## src/rtl/regfile_wb_arbiter.sv

```systemverilog
// Register-file write-port arbiter: load-first with ALU anti-starvation,
// load data sign/zero extension and registered write strobe.
module regfile_wb_arbiter #(
    parameter int STARVE_LIMIT = 4,
    parameter int CNT_W        = 4
) (
    input  logic        clk,
    input  logic        rst_n,
    input  logic        alu_valid,
    output logic        alu_ready,
    input  logic [4:0]  alu_rd,
    input  logic [31:0] alu_data,
    input  logic        ld_valid,
    output logic        ld_ready,
    input  logic [5:0]  ld_opcode,
    input  logic [4:0]  ld_rt,
    input  logic [4:0]  ld_rd,
    input  logic        ld_regdst,
    input  logic [31:0] ld_data,
    output logic        wr_en,
    output logic [4:0]  wr_addr,
    output logic [31:0] wr_data,
    output logic        illegal_op
);

    localparam logic [CNT_W-1:0] LIMIT = CNT_W'(STARVE_LIMIT);

    localparam logic [5:0] OP_LB  = 6'h20;
    localparam logic [5:0] OP_LH  = 6'h21;
    localparam logic [5:0] OP_LW  = 6'h23;
    localparam logic [5:0] OP_LBU = 6'h24;
    localparam logic [5:0] OP_LHU = 6'h25;

    logic [CNT_W-1:0] starve_cnt;
    logic             grant_alu;
    logic             grant_ld;
    logic             starved;
    logic [4:0]       ld_dest;
    logic [31:0]      ld_fmt;
    logic             ld_legal;

    assign starved   = (starve_cnt >= LIMIT);
    assign grant_alu = alu_valid && (!ld_valid || starved);
    assign grant_ld  = ld_valid && !grant_alu;

    // Readies are gated by reset so nothing is accepted while held in reset.
    assign alu_ready = rst_n && grant_alu;
    assign ld_ready  = rst_n && grant_ld;

    assign ld_dest = ld_regdst ? ld_rd : ld_rt;

    always_comb begin
        ld_fmt   = ld_data;
        ld_legal = 1'b1;
        case (ld_opcode)
            OP_LB:   ld_fmt = {{24{ld_data[7]}}, ld_data[7:0]};
            OP_LBU:  ld_fmt = {24'h0, ld_data[7:0]};
            OP_LH:   ld_fmt = {{16{ld_data[15]}}, ld_data[15:0]};
            OP_LHU:  ld_fmt = {16'h0, ld_data[15:0]};
            OP_LW:   ld_fmt = ld_data;
            default: ld_legal = 1'b0;
        endcase
    end

    always_ff @(posedge clk or negedge rst_n) begin
        if (!rst_n) begin
            starve_cnt <= '0;
        end else if (!alu_valid || grant_alu) begin
            starve_cnt <= '0;
        end else if (starve_cnt < LIMIT) begin
            starve_cnt <= starve_cnt + 1'b1;
        end
    end

    // Writes to r0 and illegal loads are consumed without touching addr/data.
    always_ff @(posedge clk or negedge rst_n) begin
        if (!rst_n) begin
            wr_en      <= 1'b0;
            wr_addr    <= '0;
            wr_data    <= '0;
            illegal_op <= 1'b0;
        end else begin
            wr_en      <= 1'b0;
            illegal_op <= 1'b0;
            if (grant_alu) begin
                if (alu_rd != 5'd0) begin
                    wr_en   <= 1'b1;
                    wr_addr <= alu_rd;
                    wr_data <= alu_data;
                end
            end else if (grant_ld) begin
                if (!ld_legal) begin
                    illegal_op <= 1'b1;
                end else if (ld_dest != 5'd0) begin
                    wr_en   <= 1'b1;
                    wr_addr <= ld_dest;
                    wr_data <= ld_fmt;
                end
            end
        end
    end

endmodule

```

## config.mk

```make
export PLATFORM = sky130hd
export DESIGN_NAME = regfile_wb_arbiter
export DESIGN_NICKNAME = d
export VERILOG_FILES = /design/src/rtl/regfile_wb_arbiter.sv
export SDC_FILE = /design/constraint.sdc
export NUM_CORES = 1
export LEC_CHECK = 0
export ABC_AREA = 1
export CELL_PAD_IN_SITES_DETAIL_PLACEMENT = 1
export CELL_PAD_IN_SITES_GLOBAL_PLACEMENT = 2
export CORE_MARGIN = 2
export CORE_UTILIZATION = 21
export CTS_CLUSTER_SIZE = 12
export DETAILED_ROUTE_END_ITERATION = 16
export PLACE_DENSITY = 0.85
export RECOVER_POWER = 25
export SLEW_MARGIN = 20
export SYNTH_ARGS = -nofsm -noshare
export SYNTH_HDL_FRONTEND = slang
export SYNTH_SLANG_ARGS = --single-unit
```

## constraint.sdc

```tcl
create_clock -name clk -period 3.1 [get_ports clk]
set_input_delay 0.62 -clock clk [delete_from_list [all_inputs] [get_ports clk]]
set_output_delay 0.62 -clock clk [all_outputs]
set_load 0.05 [all_outputs]
```

### Word-level counts from Yosys, hierarchy flattened

Index checks and enable logic that the tools add are counted.

| word-level totals | value |
|---|---|
| register bits | 43 |
| latch bits | 0 |
| RAM bits | 0 |
| bits in read-only memories | 0 |
| output and inout port bits | 41 |
| memories kept | 0 |

| cells by class | value |
|---|---|
| $add $sub $neg | 1 |
| multiply operators | 0 |
| divide/modulo/power cells | 0 |
| magnitude comparators | 2 |
| eq/ne operators | 6 |
| shifts and indexed selects | 0 |
| muxes and demuxes | 23 |
| bitwise gates (word level) | 0 |
| reductions and logical operators | 17 |

Operators with widths:

| operator | number |
|---|---|
| 32-bit 2-to-1 mux | 5 |
| 32-bit one-hot mux with 4 select lines | 1 |
| 6-bit == test, second input constant | 5 |
| 5-bit 2-to-1 mux | 6 |
| 5-bit nonzero test | 2 |
| 1-bit 2-to-1 mux | 9 |
| 4-bit 2-to-1 mux | 2 |
| 2-bit nonzero test | 4 |
| 5-bit OR reduction | 1 |
| 4-bit by 1-bit adder with 4-bit output, second input constant | 1 |
| 4-bit by 3-bit >= comparator with 1-bit output, second input constant | 1 |
| 1-bit logical AND | 4 |
| 4-bit by 3-bit less-than comparator with 1-bit output, second input constant | 1 |
| 4-bit AND reduction | 1 |
| 1-bit logical NOT | 3 |
| 1-bit logical OR | 2 |
| 2-bit by 1-bit != test with 1-bit output, second input constant | 1 |

### Longest topological paths before layout

| logic depth | value |
|---|---|
| depth after elaboration | 7 |
| gate-level depth with buffers | 12 |
| gate-level depth less buffers | 10 |

### Worst setup path after synthesis

Ideal clock, no wire load.

| timing path | value |
|---|---|
| path type | input -> output |
| start | in ld_valid |
| end | out ld_ready |
| arrival | 2.132 ns |
| data required time | 2.480 ns |
| slack | 0.348 ns |
| cell stages on the path | 5 |
| buffers on the path | 1 |
| cell sequence | nand3_1 nand2_2 inv_2 clkbuf_1 nor3_1 |

| on the way | value |
|---|---|
| cells in the longest elaborated chain, start to end | 6 |

RTL lines:

| item | RTL line | text |
|---|---|---|
| start, declared | 13 | `input logic ld_valid,` |
| 1-bit logical NOT | 43 | `assign grant_alu = alu_valid && (!ld_valid \|\| starved);` |
| 1-bit logical OR | 43 |  |
| 1-bit logical AND | 43 |  |
| 1-bit logical NOT | 44 | `assign grant_ld = ld_valid && !grant_alu;` |
| 1-bit logical AND * | 44 |  |
| 1-bit logical AND * | 48 | `assign ld_ready = rst_n && grant_ld;` |
| end, declared | 14 | `output logic ld_ready,` |

Mark *: on every way between the ends. The rest lies on a longest branch, timed or not.

### Final worst setup path

Ends and elaborated chain as after synthesis.

==> flow_metrics.py <==
metrics = {
    "place": {
        "place_congestion": 0.743,
        "portBuffers": 130,
        "dp_hpwl_um": 7120,
        "dp_cells": 691,
    },
    "outcome": {
        "outcome": "finished, final reports clean",
    },
    "floorplan": {
        "dieArea_sq_um": 13400,
        "die-height_um": 116,
        "io_pins": 131,
        "core_area_sq_um": 12100,
        "die_w_um": 116,
        "rows": 40,
        "initial_core_util_pct": 21.6,
    },
    "pwr": {
        "p_int_mw": 1.42,
        "p_sw_share_pct": 35.7,
        "ir_worst_vdd_mv": 0.278,
        "p_comb_share_pct": 38.1,
        "power_density_nw_per_um2": 518,
        "clock_power_share_pct": 30.6,
        "p_leak_nw": 2.19,
        "p_sw_uw": 790,
        "seqPwrFrac_pct": 31.3,
    },
    "drt": {
        "antenna_left": 0,
        "vias_per_cell": 4.10,
        "drt-pass1-iter-count": 4,
        "drt_first_iter_violations": 52,
        "route.vias.total": 2866,
        "wl_per_cell_um": 13.1,
        "drc_errors": 0,
        "wirelength_um": 9180,
    },
    "logic_synthesis": {
        "synth_cells": 404,
        "avgSynthCellArea_sq_um": 6.48,
        "yosysWarnings": 0,
        "yosysSeqAreaShare_pct": 41.1,
        "synth_seq_cells": 43,
        "synth_nets": 495,
        "synth_area_sq_um": 2620,
        "synth_cell_type_count": 27,
    },
    "cts": {
        "cts-resized-gates": 0,
        "numCtsBuffers": 5,
        "worst_skew_pair.late_latency_ns": 0.28,
        "clk_pin_slew_ns": 0.06,
        "cts_tree": "done",
        "cts_setup_buffers": 0,
        "ctsHtreeMaxLevel": 2,
        "cts-root-buf": "clkbuf_16",
        "clockBufferDepth": 2,
        "clock-sinks": 43,
        "cts_hold_buf": 0,
    },
    "critical_path": {
        "cp_top_family": "buffers and inverters",
        "crit_path_start_kind": "primary input",
        "cp.required_ns": 2.48,
        "worstPathCellList": "clkdlybuf4s50_1 > nand3_1 > nand2_2 > inv_2 > nor3_1 > buf_12",
        "worst-path-buf-inv": 3,
        "crit_type": "in -> out",
        "crit_fanout": 16,
        "cpPeakStageDelay_ns": 0.56,
        "arrival_ns": 2.11,
        "endpoint_kind": "output port",
        "crit_slowest_cell": "clkdlybuf4s50_1",
    },
    "timing": {
        "hold_viol_final": 0,
        "setup_viol": 0,
        "fmax_ghz": 0.366,
        "slew-limit-headroom_pct": 24.5,
        "timing.final.crit_share_pct": 88.2,
        "min_period_ns": 2.73,
        "worst_pin_slew_ns": 1.13,
        "rsz0062_at_grt": "false",
        "clock_skew_ns": 0.00315,
        "maxSlewViolCount": 0,
        "fin_tns_setup_ns": 0,
    },
    "global_routing": {
        "grt_pass1_vias": 3078,
        "grt_usage_pct": 13.8,
        "grt_overflow": 0,
        "grt_max_degree": 44,
        "grt_antenna_before_repair": 0,
        "grt_pass1_wl_um": 14600,
    },
    "hold_path": {
        "hp-class": "reg -> reg",
    },
    "finish": {
        "drive_above_1_share_pct": 7.34,
        "antenna_cells": 0,
        "stdcell_count": 699,
        "area_growth_syn_to_layout_pct": 63.0,
        "fin_nets": 621,
        "final.fill_count": 1510,
    },
    "flow_run": {
        "drv_cap": 0,
    },
}
==> final cells by class <==
type | count | area [sq um] | area share, %
flip-flops and latches | 43 | 1080 | 25.2
clock inverters | 2 | 60.1 | 1.41
multi-input cells | 316 | 1330 | 31.2
inverters | 28 | 105 | 2.46
well taps | 168 | 210 | 4.93
repair buffers | 136 | 1360 | 31.8
clock buffers | 6 | 129 | 3.02
==> worst reg2reg max path: cells and delay by family, from the launching register on <==
| family | cells | cell delay (ns) |
|---|---|---|
| simple gates | 6 | 1.06 |
| buf+inv | 3 | 0.43 |
| flops | 1 | 0.37 |
==> layer usage <==
metal / vias up / wire length (um) / track usage, %
li1: 1460 / - / -
met1: 1323 / 3970 / 16.5
met2: 73 / 4650 / 25.5
met3: 10 / 443 / 2.20
met4: 0 / 114 / 3.73
met5: - / 0 / 0
==> kinds of logic after synthesis <==
group | share of synthesized area [%]
and+or+nand+nor | 48.9
other | 0.143
DFF | 41.1
adders and majority gates | 0.478
AOI/OAI and AO/OA | 1.29
buffers and inverters | 8.08
==> worst paths after layout <==
check                              startpoint             to  slack [ns]  cells after the start
worst max register to register  starve_cnt[2]    wr_data[16]        1.14                      9
min in group asynchronous               rst_n    wr_data[14]        0.68                      2
worst min-delay path            starve_cnt[0]  starve_cnt[0]        0.45                      1
max in group asynchronous               rst_n    wr_data[17]        1.73                      2
worst min register to register  starve_cnt[0]  starve_cnt[0]        0.45                      1
worst max-delay path                 ld_valid       ld_ready        0.37                      6
==> metrics by stage <==
stage	utilization, %	total power, mW	instance area (sq um)	hold slack (ns)	setup WS, ns
2_1_floorplan	-	1.19	2620	0.324	0.348
3_3_place_gp	33.7	1.54	4080	0.420	0.414
3_5_place_dp	33.7	1.56	4080	0.453	0.320
4_1_cts	35.3	2.26	4270	0.452	0.364
5_1_grt	35.2	2.34	4270	0.478	0.273
6_report	35.2	2.21	4270	0.448	0.365
==> sequential cells by signal, summed over array words and instances (netlist names) <==
signal,flops
wr_addr,5
wr_data,32
starve_cnt,4
illegal_op,1
wr_en,1
==> cell usage after synthesis, drive strengths merged <==
| library cell | number | area [sq um] |
|---|---|---|
| a21oi | 2 | 13.8 |
| buf | 14 | 95.1 |
| clkbuf | 3 | 11.3 |
| conb | 1 | 3.75 |
| dfrtp | 43 | 1080 |
| ha | 1 | 12.5 |
| inv | 28 | 105 |
| nand2 | 229 | 902 |
| nand3 | 3 | 27.5 |
| nand3b | 1 | 7.51 |
| nand4 | 13 | 87.6 |
| nor2 | 60 | 245 |
| nor3 | 2 | 10.0 |
| o21ai | 4 | 20.0 |
==> cell usage in the layout (no fill, tap or decap) <==
cell type / count
dfrtp_1: 43
clkbuf_1: 2
clkbuf_2: 1
nor2_4: 2
nand3_4: 1
nor2_2: 2
conb_1: 1
nand3b_1: 1
clkdlybuf4s50_1: 127
nand4_1: 12
bufinv_16: 2
nand2_1: 214
buf_4: 5
buf_12: 2
nand3_1: 2
o21ai_0: 3
nand2_2: 14
nand2_4: 1
ha_1: 1
inv_2: 2
clkbuf_16: 5
nor3_1: 2
nand4_2: 1
o21ai_1: 1
nor2_1: 56
inv_1: 26
a21oi_2: 1
a21oi_1: 1
==> power groups by stage <==
stage          logic [mW]  registers, mW  clock network, mW
3_3_place_gp        0.840          0.703                  0
4_1_cts             0.856          0.694              0.705
6_report            0.842          0.692              0.678
2_1_floorplan       0.209          0.981                  0
5_1_grt             0.906          0.703              0.726
3_5_place_dp        0.853          0.704                  0
Power figures use the tool's default switching activity.
